==> src/rtl/tap_load_arbiter.sv <==
// tap_load_arbiter: shares the single main-RAM port between the 6502 bus and the HPS .TAP
// download stream. Optional build macro TAP_LOAD_CHECKSUM_EN adds a mod-256 checksum output.
module tap_load_arbiter #(
  parameter logic [7:0]  TAP_INDEX   = 8'd1,
  parameter logic [15:0] LOAD_BASE   = 16'h0400,
  parameter logic [15:0] RAM_TOP     = 16'h7FFF,
  parameter int          HOLD_CYCLES = 16
) (
  input  logic        clk_sys,
  input  logic        reset_n,
  input  logic        ioctl_download,
  input  logic [7:0]  ioctl_index,
  input  logic        ioctl_wr,
  input  logic [26:0] ioctl_addr,
  input  logic [7:0]  ioctl_dout,
  output logic        ioctl_wait,
  input  logic        ce_in,
  output logic        cpu_ce,
  input  logic [15:0] cpu_addr,
  input  logic [7:0]  cpu_dout,
  input  logic        cpu_we,
  output logic [15:0] ram_addr,
  output logic [7:0]  ram_din,
  output logic        ram_we,
  output logic        load_active,
  output logic        load_done,
  output logic [15:0] load_len,
  output logic        overflow,
  output logic        overrun
`ifdef TAP_LOAD_CHECKSUM_EN
  ,
  output logic [7:0]  checksum
`endif
);

  typedef enum logic [2:0] {
    ST_IDLE, ST_ARM, ST_LOAD, ST_WRITE, ST_FLUSH, ST_HOLD
  } state_t;

  localparam logic [15:0] HOLD_LAST = 16'(HOLD_CYCLES - 1);

  state_t      state;
  logic [15:0] held_addr;
  logic [7:0]  held_byte;
  logic        held_ok;
  logic [15:0] hold_cnt;

  logic        tap_start;
  logic [16:0] tgt;
  logic        tgt_ok;

  assign tap_start = ioctl_download && (ioctl_index == TAP_INDEX);

  // 17-bit sum so a target past 16'hFFFF is caught instead of wrapping into low RAM.
  assign tgt    = {1'b0, LOAD_BASE} + {1'b0, ioctl_addr[15:0]};
  assign tgt_ok = (ioctl_addr[26:16] == '0) && (tgt <= {1'b0, RAM_TOP});

  assign load_active = (state != ST_IDLE);

  // NOTE: all state below uses non-blocking assignments so every flop samples pre-edge values.
  always_ff @(posedge clk_sys or negedge reset_n) begin
    if (!reset_n) begin
      state     <= ST_IDLE;
      held_addr <= '0;
      held_byte <= '0;
      held_ok   <= 1'b0;
      hold_cnt  <= '0;
      load_done <= 1'b0;
      load_len  <= '0;
      overflow  <= 1'b0;
      overrun   <= 1'b0;
`ifdef TAP_LOAD_CHECKSUM_EN
      checksum  <= '0;
`endif
    end else begin
      load_done <= 1'b0;
      case (state)
        ST_IDLE: if (tap_start) state <= ST_ARM;
        ST_ARM: begin
          load_len <= '0;
          overflow <= 1'b0;
          overrun  <= ioctl_wr;
`ifdef TAP_LOAD_CHECKSUM_EN
          checksum <= '0;
`endif
          state    <= ST_LOAD;
        end
        ST_LOAD: begin
          if (ioctl_wr) begin
            held_addr <= tgt[15:0];
            held_byte <= ioctl_dout;
            held_ok   <= tgt_ok;
            state     <= ST_WRITE;
          end else if (!ioctl_download) begin
            hold_cnt <= HOLD_LAST;
            state    <= ST_HOLD;
          end
        end
        ST_WRITE: begin
          if (!held_ok)               overflow <= 1'b1;
          if (load_len != 16'hFFFF)   load_len <= load_len + 16'd1;
          if (ioctl_wr)               overrun  <= 1'b1;
`ifdef TAP_LOAD_CHECKSUM_EN
          checksum <= checksum + held_byte;
`endif
          state <= ioctl_download ? ST_LOAD : ST_FLUSH;
        end
        ST_FLUSH: begin
          hold_cnt <= HOLD_LAST;
          state    <= ST_HOLD;
        end
        ST_HOLD: begin
          // A fresh matching download restarts the load and drops the pending done pulse.
          if (tap_start) begin
            state <= ST_ARM;
          end else if (hold_cnt == '0) begin
            load_done <= 1'b1;
            state     <= ST_IDLE;
          end else begin
            hold_cnt <= hold_cnt - 16'd1;
          end
        end
        default: state <= ST_IDLE;
      endcase
    end
  end

  // NOTE: every output gets a default before the case so no path can infer a latch.
  always_comb begin
    cpu_ce     = 1'b0;
    ioctl_wait = 1'b0;
    ram_we     = 1'b0;
    ram_addr   = held_addr;
    ram_din    = held_byte;
    case (state)
      ST_IDLE: begin
        // The CPU pass-through is gated by reset_n so the bus is quiet while reset is held.
        if (reset_n) begin
          cpu_ce   = ce_in;
          ram_addr = cpu_addr;
          ram_din  = cpu_dout;
          ram_we   = cpu_we & ce_in;
        end
      end
      ST_ARM:   ioctl_wait = 1'b1;
      ST_WRITE: begin
        ioctl_wait = 1'b1;
        ram_we     = held_ok;
      end
      default: ;
    endcase
  end

endmodule

==> config.mk <==
export PLATFORM = sky130hd
export DESIGN_NAME = tap_load_arbiter
export DESIGN_NICKNAME = d
export VERILOG_FILES = /design/src/rtl/tap_load_arbiter.sv
export SDC_FILE = /design/constraint.sdc
export NUM_CORES = 1
export LEC_CHECK = 0
export CORE_MARGIN = 5
export CORE_UTILIZATION = 50
export CTS_CLUSTER_SIZE = 8
export DETAILED_ROUTE_END_ITERATION = 10
export GPL_TIMING_DRIVEN = 0
export PLACE_DENSITY_LB_ADDON = 0.05
export SETUP_SLACK_MARGIN = 0.4
export SLEW_MARGIN = 15
export SYNTH_ARGS = -nofsm -noshare
export SYNTH_HDL_FRONTEND = slang
export SYNTH_SLANG_ARGS = --single-unit
==> constraint.sdc <==
create_clock -name clk_sys -period 3.7 [get_ports clk_sys]
set_clock_uncertainty 0.15 [all_clocks]
set_input_delay 0.74 -clock clk_sys [delete_from_list [all_inputs] [get_ports clk_sys]]
set_output_delay 0.74 -clock clk_sys [all_outputs]
set_load 0.05 [all_outputs]
# Yosys cells after proc, flatten, opt, wreduce, memory -nomap -nowiden
# Index checks and enable logic that the tools add are counted.
totals:
  n_memories: 0
  mem_bits_rw: 0
  output_inout_bits: 47
  mem_bits_ro: 0
  reg_bits: 63
  latch_bits: 0
  word_cells: 76
op_classes:
  shifts: 0
  addsub: 3
  div: 0
  bitwise_logic: 1
  n_reduce_logical: 15
  muxes: 30
  order_cmp: 1
  n_mul: 0
  eq_ne: 17
op_table:
  columns: ["cell", "n"]
  rows:
  - ["16-bit 2-to-1 mux", 7]
  - ["16-bit case mux with 3 select lines", 1]
  - ["16-bit case mux with 2 select lines", 1]
  - ["3-bit 2-to-1 mux", 6]
  - ["3-bit case mux with 6 select lines", 1]
  - ["11-bit by 16-bit adder with 17-bit output, first input constant", 1]
  - ["17-bit by 15-bit <= comparator with 1-bit output, second input constant", 1]
  - ["16-bit by 1-bit adder with 16-bit output, second input constant", 1]
  - ["16-bit logical NOT", 1]
  - ["8-bit 2-to-1 mux", 2]
  - ["16-bit != test, second input constant", 1]
  - ["2-bit != test, second input constant", 8]
  - ["16-bit by 1-bit subtractor with 16-bit output, second input constant", 1]
  - ["11-bit logical NOT", 1]
  - ["1-bit 2-to-1 mux", 9]
  - ["8-bit by 1-bit equality test with 1-bit output, second input constant", 1]
  - ["2-bit AND reduction", 4]
  - ["3-bit by 2-bit equality test with 1-bit output, second input constant", 2]
  - ["3-bit equality test, second input constant", 2]
  - ["3-bit != test, second input constant", 2]
  - ["1-bit case mux with 2 select lines", 3]
  - ["3-bit nonzero test", 2]
  - ["5-bit AND reduction", 1]
  - ["3-bit by 1-bit equality test with 1-bit output, second input constant", 1]
  - ["other kinds (6)", 7]

# Depth between registers and ports, before layout
# Gate-level depths: netlist of the first run.
logic_depth:
  ltp_word: 4
  ltp_mapped: 8
  depth_no_buf: 7

# Worst setup path before layout of the first run
# No wires, ideal clock.
synth_path:
  path_type: "reg-to-output"
  from: "register state[2]"
  to: "output ram_we"
  stages_incl_launch_ff: 8
  required_ns: 2.810
  arrival_ns: 2.507
  path_slack_ns: 0.303
  cell_sequence: "dfrtp_1 > clkbuf_1 > nor2_1 > and3_1 > clkbuf_1 > and2_1 > nand3_1 > a21oi_1"
synth_via:
  elab_chain_len: 2
  elab_cells_between_ends: 3
  cone_classes: "eq/ne (1); mux (1); reduce/logical (1)"
synth_lines:
  columns: ["item", "line", "rtl"]
  rows:
  - ["start, declared", "42", "state_t state;"]
  - ["start signal, assigned", "106", "state <= ioctl_download ? ST_LOAD : ST_FLUSH;"]
  - ["3-bit by 2-bit equality test with 1-bit output / 3-bit logical NOT (equally long branches)", "135", "case (state)"]
  - ["1-bit case mux with 2 select lines (*)", "135", null]
  - ["end, declared", "24", "output logic ram_we,"]
# Mark *: on every way between the ends. The rest lies on a longest branch, timed or not.

# Final worst setup path of the first run
layout_path:
  from: "register state[2]"
  to: "output ram_din[7]"
layout_via:
  elab_chain_len: 2
layout_lines:
  columns: ["item", "line", "rtl"]
  rows:
  - ["3-bit logical NOT", "135", null]
  - ["8-bit 2-to-1 mux", "135", null]
  - ["end, declared", "23", "output logic [7:0] ram_din,"]
# Every way passes these cells.

==> impl_metrics.json, run 1 <==
{
  "hold_viol": 0,
  "worstMarginPinSlew_ns": 0.7920,
  "yosys-top-cells-area": "dfrtp_1 43%, nand2_1 9.4%, mux2_2 7.4%, nor2_1 2.9%, xnor2_1 2.9%",
  "reg2reg_depth": 5,
  "cp_max_fo": 10,
  "drc": 0,
  "synth_mux_area_share_pct": 8.782,
  "finalCriticalPeriod_ns": 3.190,
  "clk_pin_slew_ns": 0.07,
  "initial_utilization_pct": 50.83,
  "final_nets": 613,
  "place_ws_ns": -0.4743,
  "yosys.area.top_type_share_pct": 43.22,
  "power_leakage_nw": 2.243,
  "gr-total-overflow": 0,
  "synth_cells": 402,
  "first_pass_iters": 4,
  "antenna_found_initial": 0,
  "outcome": "finished, final reports clean",
  "synth_edf_count": 0,
  "synth_seq_area_share_pct": 43.22,
  "p_per_area_nw_per_um2": 655.8,
  "endpoint_kind": "output port",
  "drtIter0Drc": 117,
  "syn_nets": 480,
  "synth_area_um2": 3647,
  "fmax_mhz": 313.4,
  "gp_routability_congestion": 0.8942,
  "totalWireLength_um": 10200,
  "finalNonFillerCells": 639,
  "fp.dieW_um": 95.41,
  "hpwl_um": 7540,
  "die_h_um": 95.41,
  "crit_required_ns": 2.81,
  "grt_pass1_vias": 3544,
  "cts_buffer_depth": 2,
  "drive_above_1_share_pct": 15.56,
  "synth_top_area_cell": "dfrtp_1",
  "grt_usage_pct": 23.33,
  "fin_ws_ns": 0.5096,
  "clockRootBuffer": "clkbuf_8",
  "setup_viol": 0,
  "port_buffers": 119,
  "cts_buffers": 9,
  "grt_pass1_wl_um": 16530,
  "synth_compound_area_share_pct": 11.66,
  "avgSynthCellArea_um2": 9.073,
  "ys_seq_elements": 63,
  "tritoncts": "yes",
  "synthArstFlopShare_pct": 100.0,
  "post_synth_xor_area_fraction_pct": 3.362,
  "hp-class": "in -> async",
  "min_period_over_period_pct": 86.23,
  "peakVddDrop_mv": 0.4887,
  "slew_headroom_pct": 45.69,
  "placed_cell_area_um2": 4984,
  "synthSimpleGateAreaFrac_pct": 28.47,
  "clock_latency_ns": 0.34,
  "dr_total_vias": 3479,
  "antennaDiodeCount": 0,
  "synth_top_family_by_area": "simple AND/OR/NAND/NOR gates",
  "avgViaCountPerCell": 5.444,
  "ys.flop_type": "dfrtp_1",
  "ant_nets": 0,
  "maxCapViolCount": 0,
  "worstSetupPathType": "reg -> out",
  "synth_warnings": 0,
  "yosys.area_share.adder_pct": 1.715,
  "critPathArrivalTime_ns": 2.30,
  "holdBufCountCts": 0,
  "die-area_um2": 9102,
  "wl_per_cell_um": 15.96,
  "coreArea_um2": 7176,
  "power_mw": 3.368,
  "start_kind": "register",
  "num_io_pins": 120,
  "place_inst": 621,
  "slew_violations": 0,
  "design_area_um2": 5136,
  "area.growth.synth_to_final_pct": 40.82,
  "utilization_pct": 71.58,
  "cts.sinks": 63,
  "htree_levels": 3,
  "grt_max_degree": 30,
  "rsz0062_at_grt": "false",
  "num_rows": 31,
  "ys_types": 58
}
repair_timing:
action | 4_1_cts | 5_1_grt
gates cloned | 1 | 0
pin swaps | 0 | 1
buffers inserted | 0 | 1
hold endpoints to repair | 0 | 0
resized for setup | 114 | 3
endpoints found under the setup margin | 27 | 25
cell usage after synthesis (2+ instances only):
master / count
a211o_1: 2
a211oi_1: 5
a21oi_1: 14
a22oi_1: 2
a31o_1: 2
a32oi_1: 2
and2_1: 3
and3_1: 6
buf_2: 3
clkbuf_1: 14
dfrtp_1: 63
ha_1: 5
inv_1: 7
inv_2: 2
mux2_2: 24
mux2i_1: 5
nand2_1: 91
nand2b_1: 2
nand3_1: 18
nand4_1: 13
nor2_1: 28
nor2b_1: 5
nor3_1: 5
nor3_2: 2
nor3b_1: 2
nor4_1: 10
nor4_4: 2
nor4b_1: 2
o211ai_1: 5
o21ai_0: 11
o311ai_0: 2
o31ai_1: 2
or3_1: 4
or4_1: 2
or4_4: 2
xnor2_1: 12
xor2_1: 2
critical path, stage by stage (launching register included):
cell	delay (ns)
dfrtp_1	0.38
clkbuf_1	0.35
nor2_2	0.08
and3_1	0.19
clkbuf_2	0.17
mux2_2	0.24
dlygate4sd2_1	0.55
cell usage in the layout, fill, tap and decap left out, types with 7 or more instances in the layout:
cell             Yosys  final
nand2_1             91     91
o21ai_0             11     11
inv_1                7      7
nor4_1              10     10
buf_2                3     21
a21oi_1             14     13
xnor2_1             12     12
nand3_1             18     18
clkdlybuf4s50_1      0     91
nor2_1              28     27
mux2_2              24     24
clkbuf_8             0     10
dfrtp_1             63     63
nand4_1             13     13
clkbuf_1            14     15
report_power, final:
group	internal (mW)	total [mW]	switching [mW]	leakage, nW
Clock	0.327	0.599	0.272	0.100
Combinational	0.569	1.77	1.20	1.33
Sequential	0.861	0.997	0.137	0.816
Total	1.76	3.37	1.61	2.24
state kept, by name, summed over array words and instances (netlist names):
| name | flops |
|---|---|
| held_addr | 16 |
| held_byte | 8 |
| held_ok | 1 |
| hold_cnt | 16 |
| load_done | 1 |
| load_len | 16 |
| overflow | 1 |
| overrun | 1 |
| state | 3 |
cells by family (layout without fill, tap and decap cells):
logic type / count (synthesis) / in the layout
adders and majority gates: 5 / 5
and+or+nand+nor: 204 / 204
AOI/OAI and AO/OA: 61 / 61
DFF: 63 / 63
buffers and inverters: 26 / 164
muxes: 29 / 29
xor gates and xnor gates: 14 / 14
per-stage QoR:
step	hold WS [ns]	TNS [ns]
floorplan	0.2917	0
global placement	0.3047	-89.99
detailed placement	0.3115	-10.37
CTS	0.09754	0
global route	0.06828	0
finish	0.07381	0
cell type report:
cell class	count	area (µm²)
Fill cell	571	2039
Multi-Input combinational cell	313	1976
Sequential cell	63	1577
Timing Repair Buffer	122	1162
Clock buffer	12	145.1
Tap cell	99	123.9
Buffer	17	73.82
Clock inverter	4	45.04
Inverter	9	33.78
final timing paths:
| check | slack, ns | end | start |
|---|---|---|---|
| max | 0.51 | ram_din[7] | state[2] |
| min | 0.07 | load_len[5] | reset_n |
| max reg2reg | 1.39 | hold_cnt[11] | state[1] |
| min reg2reg | 0.33 | held_byte[1] | held_byte[1] |
| max in group asynchronous | 2.84 | hold_cnt[10] | reset_n |
| min in group clk_sys | 0.33 | held_byte[1] | held_byte[1] |
routing by layer:
layer	up-vias	global-route usage, %	wire [µm]	share of wire (%)
li1	1717	-	-	-
met1	1641	28.85	4350	43
met2	110	39.77	4984	49
met3	11	6.077	740	7.3
met4	0	7.464	125	1.2
met5	-	0	0	0
Note: power is estimated with default switching activity, not from simulation.
==> inputs of run 2 (changes only) <==
Settings changed: SKIP_LAST_GASP set to 1.
==> results of run 2 <==
Final layout, timing and power as in run 1 (identical DEF).
==> inputs of run 3 (changes only) <==
Settings changed: CORE_UTILIZATION 50 to 40.
==> impl_metrics.json, run 3 (synthesized netlist as in run 1, its figures left out) <==
{
  "cp_max_fo": 31,
  "power_leakage_nw": 2.240,
  "rsz0062_at_grt": "false",
  "antenna_found_initial": 0,
  "hp-class": "in -> async",
  "top_layer_used": "met4",
  "drtIter0Drc": 100,
  "maxCapViolCount": 0,
  "setup_viol": 0,
  "tns_ns": 0,
  "gp_routability_congestion": 0.8358,
  "comb_power_share_pct": 52.5,
  "start_kind": "input port",
  "grt_max_degree": 32,
  "tritoncts": "yes",
  "drive_above_1_share_pct": 16.14,
  "cts_setup_buffers": 0,
  "num_io_pins": 120,
  "place_ws_ns": -0.5478,
  "slew_violations": 0,
  "p_per_area_nw_per_um2": 649.5,
  "initial_utilization_pct": 41.42,
  "port_buffers": 119,
  "p_sw_mw": 1.585,
  "worstMarginPinSlew_ns": 0.7238,
  "clock_latency_ns": 0.34,
  "gr-total-overflow": 0,
  "min_period_over_period_pct": 85.91,
  "avgViaCountPerCell": 5.377,
  "area.growth.synth_to_final_pct": 40.69,
  "clk_pin_slew_ns": 0.07,
  "wl_met1_um": 4386,
  "met3_wirelength_um": 630,
  "die_h_um": 105.5,
  "die-area_um2": 11130,
  "hold_viol": 0,
  "endpoint_kind": "output port",
  "slew_headroom_pct": 50.37,
  "max_stage_delay_ns": 0.42,
  "critPathArrivalTime_ns": 2.29,
  "dr_total_vias": 3479,
  "ant_nets": 0,
  "grt_usage_pct": 18.62,
  "met2WireLength_um": 4794,
  "fin_ws_ns": 0.5213,
  "antennaDiodeCount": 0,
  "outcome": "finished, final reports clean",
  "hpwl_um": 7553,
  "totalWireLength_um": 9966,
  "swShare_pct": 47.56,
  "htree_levels": 3,
  "coreArea_um2": 8806,
  "crit_required_ns": 2.81,
  "crit_chain": "buf_12 > buf_16 > and3_1 > clkbuf_2 > mux2_2 > dlygate4sd2_1",
  "p_int_mw": 1.748,
  "drc": 0,
  "cts_buffers": 9,
  "layout_common_cells": "91 x nand2_1, 91 x clkdlybuf4s50_1, 63 x dfrtp_1",
  "fill_cells": 831,
  "seqPwrFrac_pct": 29.7,
  "cts.sinks": 63,
  "holdBufCountCts": 0,
  "reg.largest.list": "held_addr (16), hold_cnt (16), load_len (16)",
  "power.share.clock_pct": 17.8,
  "first_pass_iters": 4,
  "fp.dieW_um": 105.5,
  "clockRootBuffer": "clkbuf_8",
  "num_rows": 34,
  "fmax_mhz": 314.6,
  "grt_pass1_vias": 3545,
  "cp_slowest_cell": "dlygate4sd2_1",
  "final_nets": 612,
  "cts_buffer_depth": 2,
  "wl_per_cell_um": 15.40,
  "grt_pass1_wl_um": 16960,
  "peakVddDrop_mv": 0.4380,
  "finalCriticalPeriod_ns": 3.179,
  "worstSetupPathType": "in -> out"
}
[run 3: cell types whose count changed in the layout (fill, tap and decap cells not counted), sizes merged]
| cell | delta |
|---|---|
| clkbuf | +3 |
| dlygate4sd2 | -3 |
| clkdlybuf4s15 | -1 |
[run 3: power by group through the flow]
stage	logic [mW]	registers [mW]	clock network, mW
5_1_grt	1.90	1.02	0.645
2_1_floorplan	1.22	1.04	0
4_1_cts	1.78	0.992	0.612
3_3_place_gp	1.87	0.998	0
3_5_place_dp	1.90	0.998	0
6_report	1.75	0.989	0.593
[run 3: final cells by class]
| cell class | count | area (µm²) | share of cell area, % |
|---|---|---|---|
| clock buffer | 12 | 145.1 | 2.829 |
| multi-input combinational | 313 | 1976 | 38.50 |
| inverter | 9 | 33.78 | 0.6584 |
| buffer | 17 | 82.58 | 1.609 |
| tap | 108 | 135.1 | 2.634 |
| sequential | 63 | 1577 | 30.72 |
| clock inverter | 4 | 45.04 | 0.8778 |
| timing repair buffer | 121 | 1137 | 22.17 |
[run 3: path summary, 6_finish.rpt]
| check | cells after the start | to | slack [ns] | start |
|---|---|---|---|---|
| hold / removal | 1 | hold_cnt[5] | 0.07 | reset_n |
| hold reg to reg | 2 | held_byte[7] | 0.33 | held_byte[7] |
| setup / recovery | 6 | ram_din[0] | 0.52 | reset_n |
| setup reg to reg | 5 | hold_cnt[13] | 1.40 | hold_cnt[2] |
| min in group clk_sys | 2 | held_byte[7] | 0.33 | held_byte[7] |
| max in group asynchronous | 2 | held_addr[12] | 2.84 | reset_n |
[run 3: through the flow]
stage / utilization [%] / instance area (µm²) / power (mW) / hold WS, ns / cells
2_1_floorplan: - / 3651 / 2.258 / 0.2917 / 402
3_3_place_gp: 56.52 / 4977 / 2.867 / 0.3040 / 629
3_5_place_dp: 56.72 / 4995 / 2.895 / 0.3131 / 630
4_1_cts: 58.48 / 5150 / 3.384 / 0.06304 / 647
5_1_grt: 58.27 / 5131 / 3.561 / 0.05706 / 647
6_report: 58.27 / 5131 / 3.333 / 0.07018 / 647
[run 3: worst max-delay path: cells and delay by family]
family,cells,cell delay [ns]
buffers and inverters,4,1.00
muxes,1,0.35
and+or+nand+nor,1,0.16
[run 3: routing by layer]
layer  vias up  track usage, %
li1       1708               -
met4         0           6.290
met3        14           5.990
met1      1668           23.37
met2        89           30.37
met5         -               0
[run 3: timing repair]
item / CTS / global route
resized for setup: 116 / 13
endpoints found under the setup margin: 27 / 26
cloned: 1 / 0
